$ cat src/rtl/inner_loop_pkg.sv
// Shared types, defaults and width helpers for the inner-loop sequencer.
// Pure definitions: no logic, no latency, no flow control.
// The per-run configuration is kept as one packed struct so it latches as a unit.
package inner_loop_pkg;

   localparam int unsigned DEF_FIL_SIZE_X      = 3;
   localparam int unsigned DEF_FIL_SIZE_MAX    = 9;
   localparam int unsigned DEF_OUT_SIZE_X      = 4;
   localparam int unsigned DEF_PREFIX_SUM_SIZE = 32;
   localparam int unsigned DEF_RD_DAT_CYC_NUM  = 32;
   localparam int unsigned DEF_OUTPUT_BUF_NUM  = 16;

   typedef enum logic [1:0] {
      ST_IDLE  = 2'd0,
      ST_ISSUE = 2'd1,
      ST_WAIT  = 2'd2,
      ST_DONE  = 2'd3
   } inner_loop_state_e;

   typedef struct packed {
      logic [31:0] ifm_y;
      logic [31:0] fil_y_last;
      logic [31:0] fil_x_step;
      logic [31:0] sub_channel_size;
      logic [31:0] stride_x;
   } inner_loop_cfg_t;

   // Index width for a table of n entries; never narrower than one bit.
   function automatic int unsigned idx_w(input int unsigned n);
      return (n > 1) ? $clog2(n) : 1;
   endfunction

endpackage

$ cat src/rtl/inner_loop_addr_gen.sv
// Maps one (filter-row, output-x, data offset) position to the sub-chunk command fields.
// Purely combinational, zero latency; no flow control of its own.
// All arithmetic is 32-bit unsigned and wraps when truncated to the port widths.
module inner_loop_addr_gen
   import inner_loop_pkg::*;
#(
   parameter int unsigned FIL_SIZE_X      = DEF_FIL_SIZE_X,
   parameter int unsigned FIL_SIZE_MAX    = DEF_FIL_SIZE_MAX,
   parameter int unsigned OUT_SIZE_X      = DEF_OUT_SIZE_X,
   parameter int unsigned PREFIX_SUM_SIZE = DEF_PREFIX_SUM_SIZE,
   parameter int unsigned RD_DAT_CYC_NUM  = DEF_RD_DAT_CYC_NUM,
   parameter int unsigned OUTPUT_BUF_NUM  = DEF_OUTPUT_BUF_NUM
) (
   input  logic [31:0]                          y_i,
   input  logic [31:0]                          x_i,
   input  logic [31:0]                          dat_i,
   input  logic [31:0]                          ifm_y_i,
   input  logic [31:0]                          fil_x_step_i,
   input  logic [31:0]                          sub_channel_size_i,
   output logic [idx_w(RD_DAT_CYC_NUM)-1:0]     fil_first_o,
   output logic [idx_w(RD_DAT_CYC_NUM)-1:0]     fil_last_o,
   output logic [idx_w(FIL_SIZE_MAX)-1:0]       nz_first_o,
   output logic [idx_w(RD_DAT_CYC_NUM)-1:0]     ifm_first_o,
   output logic [idx_w(PREFIX_SUM_SIZE)-1:0]    shift_o,
   output logic [idx_w(RD_DAT_CYC_NUM)-1:0]     next_o,
   output logic [idx_w(OUTPUT_BUF_NUM)-1:0]     acc_o
);

   localparam int unsigned RW = idx_w(RD_DAT_CYC_NUM);
   localparam int unsigned NW = idx_w(FIL_SIZE_MAX);
   localparam int unsigned PW = idx_w(PREFIX_SUM_SIZE);
   localparam int unsigned AW = idx_w(OUTPUT_BUF_NUM);
   localparam int unsigned SH = $clog2(PREFIX_SUM_SIZE);

   logic [31:0] fil_base;

   assign fil_base    = y_i * 32'(FIL_SIZE_X);
   assign fil_first_o = RW'(fil_base);
   assign fil_last_o  = RW'(fil_base + fil_x_step_i - 32'd1);
   assign nz_first_o  = NW'(y_i);
   assign ifm_first_o = RW'(dat_i >> SH);
   assign shift_o     = PW'(dat_i & 32'(PREFIX_SUM_SIZE - 1));
   // The last output-x of a row has no following word to prefetch.
   assign next_o      = (x_i == 32'(OUT_SIZE_X - 1)) ? '0 : RW'(sub_channel_size_i - 32'd1);
   assign acc_o       = AW'(((ifm_y_i - y_i) * 32'(OUT_SIZE_X) + x_i) % 32'(OUTPUT_BUF_NUM));

endmodule

$ cat src/rtl/inner_loop_sequencer.sv
// Walks filter rows x output-x for one ifm row, one sub-chunk command per pair (optional abort: INNER_LOOP_ABORT_EN).
// Latency: command 1 cycle after start or after each sub_chunk_end; finish 1 cycle after the last end.
// Backpressure: holds each command stable in WAIT until sub_chunk_end_i; start is ignored while busy.
module inner_loop_sequencer
   import inner_loop_pkg::*;
#(
   parameter int unsigned FIL_SIZE_X      = DEF_FIL_SIZE_X,
   parameter int unsigned FIL_SIZE_MAX    = DEF_FIL_SIZE_MAX,
   parameter int unsigned OUT_SIZE_X      = DEF_OUT_SIZE_X,
   parameter int unsigned PREFIX_SUM_SIZE = DEF_PREFIX_SUM_SIZE,
   parameter int unsigned RD_DAT_CYC_NUM  = DEF_RD_DAT_CYC_NUM,
   parameter int unsigned OUTPUT_BUF_NUM  = DEF_OUTPUT_BUF_NUM
) (
   input  logic                                 clk_i,
   input  logic                                 rst_ni,
   input  logic                                 inner_loop_start_i,
   input  logic [31:0]                          ifm_y_i,
   input  logic [31:0]                          fil_y_first_i,
   input  logic [31:0]                          fil_y_last_i,
   input  logic [31:0]                          fil_x_step_i,
   input  logic [31:0]                          sub_channel_size_i,
   input  logic [31:0]                          stride_x_i,
`ifdef INNER_LOOP_ABORT_EN
   input  logic                                 abort_i,
`endif
   input  logic                                 sub_chunk_end_i,
   output logic [idx_w(RD_DAT_CYC_NUM)-1:0]     rd_fil_sparsemap_first_o,
   output logic [idx_w(RD_DAT_CYC_NUM)-1:0]     rd_fil_sparsemap_last_o,
   output logic [idx_w(FIL_SIZE_MAX)-1:0]       rd_fil_nonzero_dat_first_o,
   output logic [idx_w(RD_DAT_CYC_NUM)-1:0]     rd_ifm_sparsemap_first_o,
   output logic [idx_w(PREFIX_SUM_SIZE)-1:0]    sparsemap_shift_left_o,
   output logic [idx_w(RD_DAT_CYC_NUM)-1:0]     rd_ifm_sparsemap_next_o,
   output logic [idx_w(OUTPUT_BUF_NUM)-1:0]     acc_buf_sel_o,
   output logic                                 sub_chunk_start_o,
   output logic                                 inner_loop_finish_o,
   output logic                                 busy_o
);

   localparam int unsigned RW = idx_w(RD_DAT_CYC_NUM);
   localparam int unsigned NW = idx_w(FIL_SIZE_MAX);
   localparam int unsigned PW = idx_w(PREFIX_SUM_SIZE);
   localparam int unsigned AW = idx_w(OUTPUT_BUF_NUM);

   inner_loop_state_e state_q, state_d;
   inner_loop_cfg_t   cfg_q, cfg_d;
   logic [31:0]       y_q, y_d, x_q, x_d, dat_q, dat_d;
   logic              abort_w, clear_out;

   logic [RW-1:0] fil_first_q, fil_first_d, fil_last_q, fil_last_d;
   logic [NW-1:0] nz_first_q, nz_first_d;
   logic [RW-1:0] ifm_first_q, ifm_first_d, ifm_next_q, ifm_next_d;
   logic [PW-1:0] shift_q, shift_d;
   logic [AW-1:0] acc_q, acc_d;
   logic          start_q, start_d, finish_q, finish_d;

   logic [RW-1:0] gen_fil_first, gen_fil_last, gen_ifm_first, gen_next;
   logic [NW-1:0] gen_nz_first;
   logic [PW-1:0] gen_shift;
   logic [AW-1:0] gen_acc;

`ifdef INNER_LOOP_ABORT_EN
   assign abort_w = abort_i;
`else
   assign abort_w = 1'b0;
`endif

   always_comb begin
      state_d   = state_q;
      cfg_d     = cfg_q;
      y_d       = y_q;
      x_d       = x_q;
      dat_d     = dat_q;
      clear_out = 1'b0;
      case (state_q)
         ST_IDLE: begin
            if (inner_loop_start_i) begin
               cfg_d.ifm_y            = ifm_y_i;
               cfg_d.fil_y_last       = fil_y_last_i;
               cfg_d.fil_x_step       = fil_x_step_i;
               cfg_d.sub_channel_size = sub_channel_size_i;
               cfg_d.stride_x         = (stride_x_i == 32'd0) ? 32'd1 : stride_x_i;
               y_d     = fil_y_first_i;
               x_d     = '0;
               dat_d   = '0;
               state_d = (fil_y_first_i > fil_y_last_i) ? ST_DONE : ST_ISSUE;
            end
         end
         ST_ISSUE: state_d = ST_WAIT;
         ST_WAIT: begin
            if (sub_chunk_end_i) begin
               if (x_q == 32'(OUT_SIZE_X - 1)) begin
                  if (y_q == cfg_q.fil_y_last) begin
                     state_d = ST_DONE;
                  end else begin
                     y_d     = y_q + 32'd1;
                     x_d     = '0;
                     dat_d   = '0;
                     state_d = ST_ISSUE;
                  end
               end else begin
                  x_d     = x_q + 32'd1;
                  dat_d   = dat_q + cfg_q.sub_channel_size * cfg_q.stride_x;
                  state_d = ST_ISSUE;
               end
            end
         end
         ST_DONE: state_d = ST_IDLE;
         default: state_d = ST_IDLE;
      endcase
      // Abort wins over a coincident end and suppresses the finish pulse.
      if (abort_w && (state_q != ST_IDLE)) begin
         state_d   = ST_IDLE;
         clear_out = 1'b1;
      end
   end

   // Generator looks at the next position so the command registers load with the state change.
   inner_loop_addr_gen #(
      .FIL_SIZE_X      (FIL_SIZE_X),
      .FIL_SIZE_MAX    (FIL_SIZE_MAX),
      .OUT_SIZE_X      (OUT_SIZE_X),
      .PREFIX_SUM_SIZE (PREFIX_SUM_SIZE),
      .RD_DAT_CYC_NUM  (RD_DAT_CYC_NUM),
      .OUTPUT_BUF_NUM  (OUTPUT_BUF_NUM)
   ) u_addr_gen (
      .y_i                (y_d),
      .x_i                (x_d),
      .dat_i              (dat_d),
      .ifm_y_i            (cfg_d.ifm_y),
      .fil_x_step_i       (cfg_d.fil_x_step),
      .sub_channel_size_i (cfg_d.sub_channel_size),
      .fil_first_o        (gen_fil_first),
      .fil_last_o         (gen_fil_last),
      .nz_first_o         (gen_nz_first),
      .ifm_first_o        (gen_ifm_first),
      .shift_o            (gen_shift),
      .next_o             (gen_next),
      .acc_o              (gen_acc)
   );

   always_comb begin
      fil_first_d = fil_first_q;
      fil_last_d  = fil_last_q;
      nz_first_d  = nz_first_q;
      ifm_first_d = ifm_first_q;
      shift_d     = shift_q;
      ifm_next_d  = ifm_next_q;
      acc_d       = acc_q;
      if (clear_out) begin
         fil_first_d = '0;
         fil_last_d  = '0;
         nz_first_d  = '0;
         ifm_first_d = '0;
         shift_d     = '0;
         ifm_next_d  = '0;
         acc_d       = '0;
      end else if (state_d == ST_ISSUE) begin
         fil_first_d = gen_fil_first;
         fil_last_d  = gen_fil_last;
         nz_first_d  = gen_nz_first;
         ifm_first_d = gen_ifm_first;
         shift_d     = gen_shift;
         ifm_next_d  = gen_next;
         acc_d       = gen_acc;
      end
      start_d  = (state_d == ST_ISSUE);
      finish_d = (state_d == ST_DONE);
   end

   always_ff @(posedge clk_i or negedge rst_ni) begin
      if (!rst_ni) begin
         state_q     <= ST_IDLE;
         cfg_q       <= '0;
         y_q         <= '0;
         x_q         <= '0;
         dat_q       <= '0;
         fil_first_q <= '0;
         fil_last_q  <= '0;
         nz_first_q  <= '0;
         ifm_first_q <= '0;
         shift_q     <= '0;
         ifm_next_q  <= '0;
         acc_q       <= '0;
         start_q     <= 1'b0;
         finish_q    <= 1'b0;
      end else begin
         state_q     <= state_d;
         cfg_q       <= cfg_d;
         y_q         <= y_d;
         x_q         <= x_d;
         dat_q       <= dat_d;
         fil_first_q <= fil_first_d;
         fil_last_q  <= fil_last_d;
         nz_first_q  <= nz_first_d;
         ifm_first_q <= ifm_first_d;
         shift_q     <= shift_d;
         ifm_next_q  <= ifm_next_d;
         acc_q       <= acc_d;
         start_q     <= start_d;
         finish_q    <= finish_d;
      end
   end

   assign rd_fil_sparsemap_first_o   = fil_first_q;
   assign rd_fil_sparsemap_last_o    = fil_last_q;
   assign rd_fil_nonzero_dat_first_o = nz_first_q;
   assign rd_ifm_sparsemap_first_o   = ifm_first_q;
   assign sparsemap_shift_left_o     = shift_q;
   assign rd_ifm_sparsemap_next_o    = ifm_next_q;
   assign acc_buf_sel_o              = acc_q;
   assign sub_chunk_start_o          = start_q;
   assign inner_loop_finish_o        = finish_q;
   assign busy_o                     = (state_q != ST_IDLE);

endmodule

$ cat config.mk
export PLATFORM = sky130hd
export DESIGN_NAME = inner_loop_sequencer
export DESIGN_NICKNAME = d
export VERILOG_FILES = /design/src/rtl/inner_loop_pkg.sv /design/src/rtl/inner_loop_addr_gen.sv /design/src/rtl/inner_loop_sequencer.sv
export SDC_FILE = /design/constraint.sdc
export NUM_CORES = 1
export LEC_CHECK = 0
export ABC_AREA = 0
export CORE_UTILIZATION = 54
export CTS_BUF_LIST = sky130_fd_sc_hd__clkbuf_4
export DETAILED_ROUTE_END_ITERATION = 8
export PLACE_DENSITY = 0.91
export SLEW_MARGIN = 10
export SYNTH_ARGS = -nofsm -noshare
export SYNTH_HDL_FRONTEND = slang
export SYNTH_SLANG_ARGS = --single-unit
$ cat constraint.sdc
create_clock -name clk_i -period 5.7 [get_ports clk_i]
set_input_delay 1.71 -clock clk_i [delete_from_list [all_inputs] [get_ports clk_i]]
set_output_delay 1.71 -clock clk_i [all_outputs]
set_load 0.01 [all_outputs]
==> impl_metrics.json, run 1 <==
{
  "numClockSinks": 169,
  "fmax_ghz": 0.188,
  "cts_buffers": 17,
  "core_area_sq_um": 20400,
  "mostFrequentLayoutCells": "nand2_1 (191), dfrtp_1 (169), clkdlybuf4s50_1 (151)",
  "crit_cells": 17,
  "grt_pass1_vias": 9916,
  "skew_ns": 0.0243,
  "crit_required_ns": 6.19,
  "p_leak_nw": 6.22,
  "vias": 9951,
  "reg2reg_depth": 17,
  "drc": 0,
  "r2r_start": "cfg_q[35]$_DFF_PN0_",
  "area_growth_pct": 18.8,
  "power.density_nw_per_um2": 631,
  "ir_drop_mv": 0.598,
  "ys_top_cells_by_area": "dfrtp_1 (37%), ha_1 (8.7%), nand2_1 (6.3%), fa_1 (5.3%), xnor2_1 (5.0%)",
  "clkTransAtPathRegs_ns": 0.14,
  "crit_chain": "and2_1, fa_1, fa_1, inv_1, fa_1, inv_1, ha_1, ha_1, ha_1, ha_1, fa_1, ha_1, a21oi_1, xnor2_1, xnor2_1, nor2_1, a21o_1",
  "mostFrequentLayoutCell": "nand2_1",
  "critical_path_arrival_ns": 5.82,
  "synth_ff_type": "dfrtp_1",
  "hold_class": "reg2reg",
  "use_met1_pct": 37.6,
  "num_rows": 52,
  "clock-root-buffer": "clkbuf_4",
  "critical_path.startpoint_type": "register",
  "crit_start": "cfg_q[35]$_DFF_PN0_",
  "cts_tree": "done",
  "fin_cells": 1665,
  "nets": 1686,
  "max_slew_margin_pct": 31.4,
  "min_to": "rd_ifm_sparsemap_first_o[4]$_DFFE_PN0P_",
  "crit_type": "reg2reg",
  "grt.overflow.total": 0,
  "wl_per_cell_um": 18.2,
  "port_buffers": 152,
  "drive_gt1_share_pct": 6.96,
  "postCtsSetupBuffers": 0,
  "tightest_slew_ns": 1.03,
  "timing.final.crit_share_pct": 93.5,
  "worstHoldStart": "rd_ifm_sparsemap_first_o[4]$_DFFE_PN0P_",
  "cts_resized": 0,
  "ff2ff_setup_slack_ns": 0.37,
  "syn-cell-area_sq_um": 11400,
  "antenna_found_initial": 1,
  "dp_cells": 1632,
  "cts_buffer_depth": 2,
  "ys_seq_area_share_pct": 37.2,
  "met3_usage_pct": 4.84,
  "grt_busiest_layer": "met2",
  "outcome": "complete, no violations",
  "synth_edf_count": 0,
  "synth_nets": 1550,
  "die_w_um": 147,
  "grt_pass1_wl_mm": 49.0,
  "clk_latency_ns": 0.60,
  "via_per_inst": 5.98,
  "period_minus_slack_ns": 5.33,
  "finalSetupViolCount": 0,
  "slew_viol_final": 0,
  "dieArea_sq_um": 21600,
  "grt_max_degree": 116,
  "dr.first_iter.drc_count": 920,
  "end_kind": "register",
  "ant_nets": 0,
  "start_util_pct": 55.6,
  "syn-mean-instance-area_sq_um": 9.12,
  "yosysTopAreaCellShare_pct": 37.2,
  "rsz0062_at_grt": "no",
  "min_path_cells": 1,
  "grt_usage_pct": 28.9,
  "synthCells": 1245,
  "gp_congestion": 0.966,
  "cp_max_fo": 8,
  "cap_violations": 0,
  "cts_hold_buffers": 0,
  "critPathBufInv": 2,
  "ys_ff_latch": 169,
  "synthArstFlopShare_pct": 100,
  "fillCellCount": 1528,
  "dpl.hpwl_mm": 22.8,
  "yosysTopAreaCell": "dfrtp_1",
  "die_height_um": 147,
  "synth_cell_types": 72,
  "hold_viol_final": 0,
  "synth_warnings": 0,
  "max_stage_delay_ns": 0.55,
  "grt_use_met2_pct": 46.3,
  "cp_top_family": "adder cells",
  "slowest_stage": "fa_1",
  "cts.htree.levels": 4,
  "ios": 232,
  "hold_ws_ns": 0.496,
  "cp_common_cell": "ha_1",
  "finalWirelength_mm": 30.3,
  "dr.pass1.iters": 6,
  "r2r_end": "dat_q[9]$_DFF_PN0_"
}
==> where the power goes <==
part / leakage (nW) / switching [mW] / total (mW) / internal, mW
Combinational: 3.92 / 2.87 / 5.53 / 2.66
Clock: 0.165 / 0.450 / 0.770 / 0.320
Sequential: 2.13 / 0.538 / 2.21 / 1.67
==> per-layer routing <==
| layer | vias to the layer above | wire (um) |
|---|---|---|
| met4 | 0 | 1330 |
| met2 | 515 | 14400 |
| met1 | 4757 | 12200 |
| met3 | 93 | 2310 |
| li1 | 4586 | - |
| met5 | - | 0 |
==> logic make-up (layout without fill, tap and decap cells) <==
family                   Yosys count  in the layout  share of synthesized area, %
multiplexers                      36             36                          3.32
adder cells (fa/ha/maj)          109            109                          14.0
flip-flops                       169            169                          37.2
AO/OA/AOI/OAI                    243            243                          13.6
XOR/XNOR                          76             76                          6.06
other                              0              1                             0
buffers and inverters            170            319                          6.00
AND/OR/NAND/NOR                  442            442                          19.8
==> stage by stage <==
stage | total power, mW | setup TNS (ns) | area [sq um] | setup WS (ns) | util [%]
after floorplan | 6.06 | 0 | 11400 | 0.222 | -
after global placement | 7.35 | -0.0643 | 13200 | -0.0643 | 64.5
after detailed placement | 7.67 | -0.0971 | 13200 | -0.0971 | 64.5
after CTS | 8.49 | 0 | 13500 | 0.395 | 66.0
after global routing | 9.28 | 0 | 13500 | 0.164 | 66.0
final | 8.51 | 0 | 13500 | 0.370 | 66.0
==> worst max path at each step <==
stage,to
after floorplan,rd_fil_sparsemap_last_o[4]$_DFFE_PN0P_
after global placement,rd_fil_sparsemap_last_o[4]$_DFFE_PN0P_
after detailed placement,rd_fil_sparsemap_last_o[4]$_DFFE_PN0P_
after CTS,dat_q[9]$_DFF_PN0_
after global routing,dat_q[9]$_DFF_PN0_
final,dat_q[9]$_DFF_PN0_
==> Yosys cell counts, types with 22 or more instances <==
cell / count
mux2i_1: 23
inv_1: 109
fa_1: 30
and2_1: 28
nand2_1: 191
dfrtp_1: 169
o21ai_0: 85
xnor2_1: 65
a21oi_1: 53
nand4_1: 32
nand3_1: 34
nor2_1: 43
ha_1: 79
clkbuf_1: 39
nor4_1: 22
==> layout make-up <==
cell class | count | area, sq um | share of cell area, %
multi-input cells | 906 | 6470 | 48.0
diodes | 1 | 2.50 | 0.0185
clock buffers | 19 | 143 | 1.06
flip-flops and latches | 169 | 4230 | 31.3
inverters | 109 | 409 | 3.03
repair buffers | 178 | 1730 | 12.8
clock inverters | 13 | 169 | 1.25
well taps | 270 | 338 | 2.50
Power figures use the tool's default switching activity.
==> run 2: changes to the inputs <==
--- a/config.mk
+++ b/config.mk
@@ -10,7 +10,6 @@
 export CTS_BUF_LIST = sky130_fd_sc_hd__clkbuf_4
 export DETAILED_ROUTE_END_ITERATION = 8
 export PLACE_DENSITY = 0.91
-export SLEW_MARGIN = 10
 export SYNTH_ARGS = -nofsm -noshare
 export SYNTH_HDL_FRONTEND = slang
 export SYNTH_SLANG_ARGS = --single-unit
==> results of run 2 <==
Final layout, timing and power as in run 1 (identical DEF).
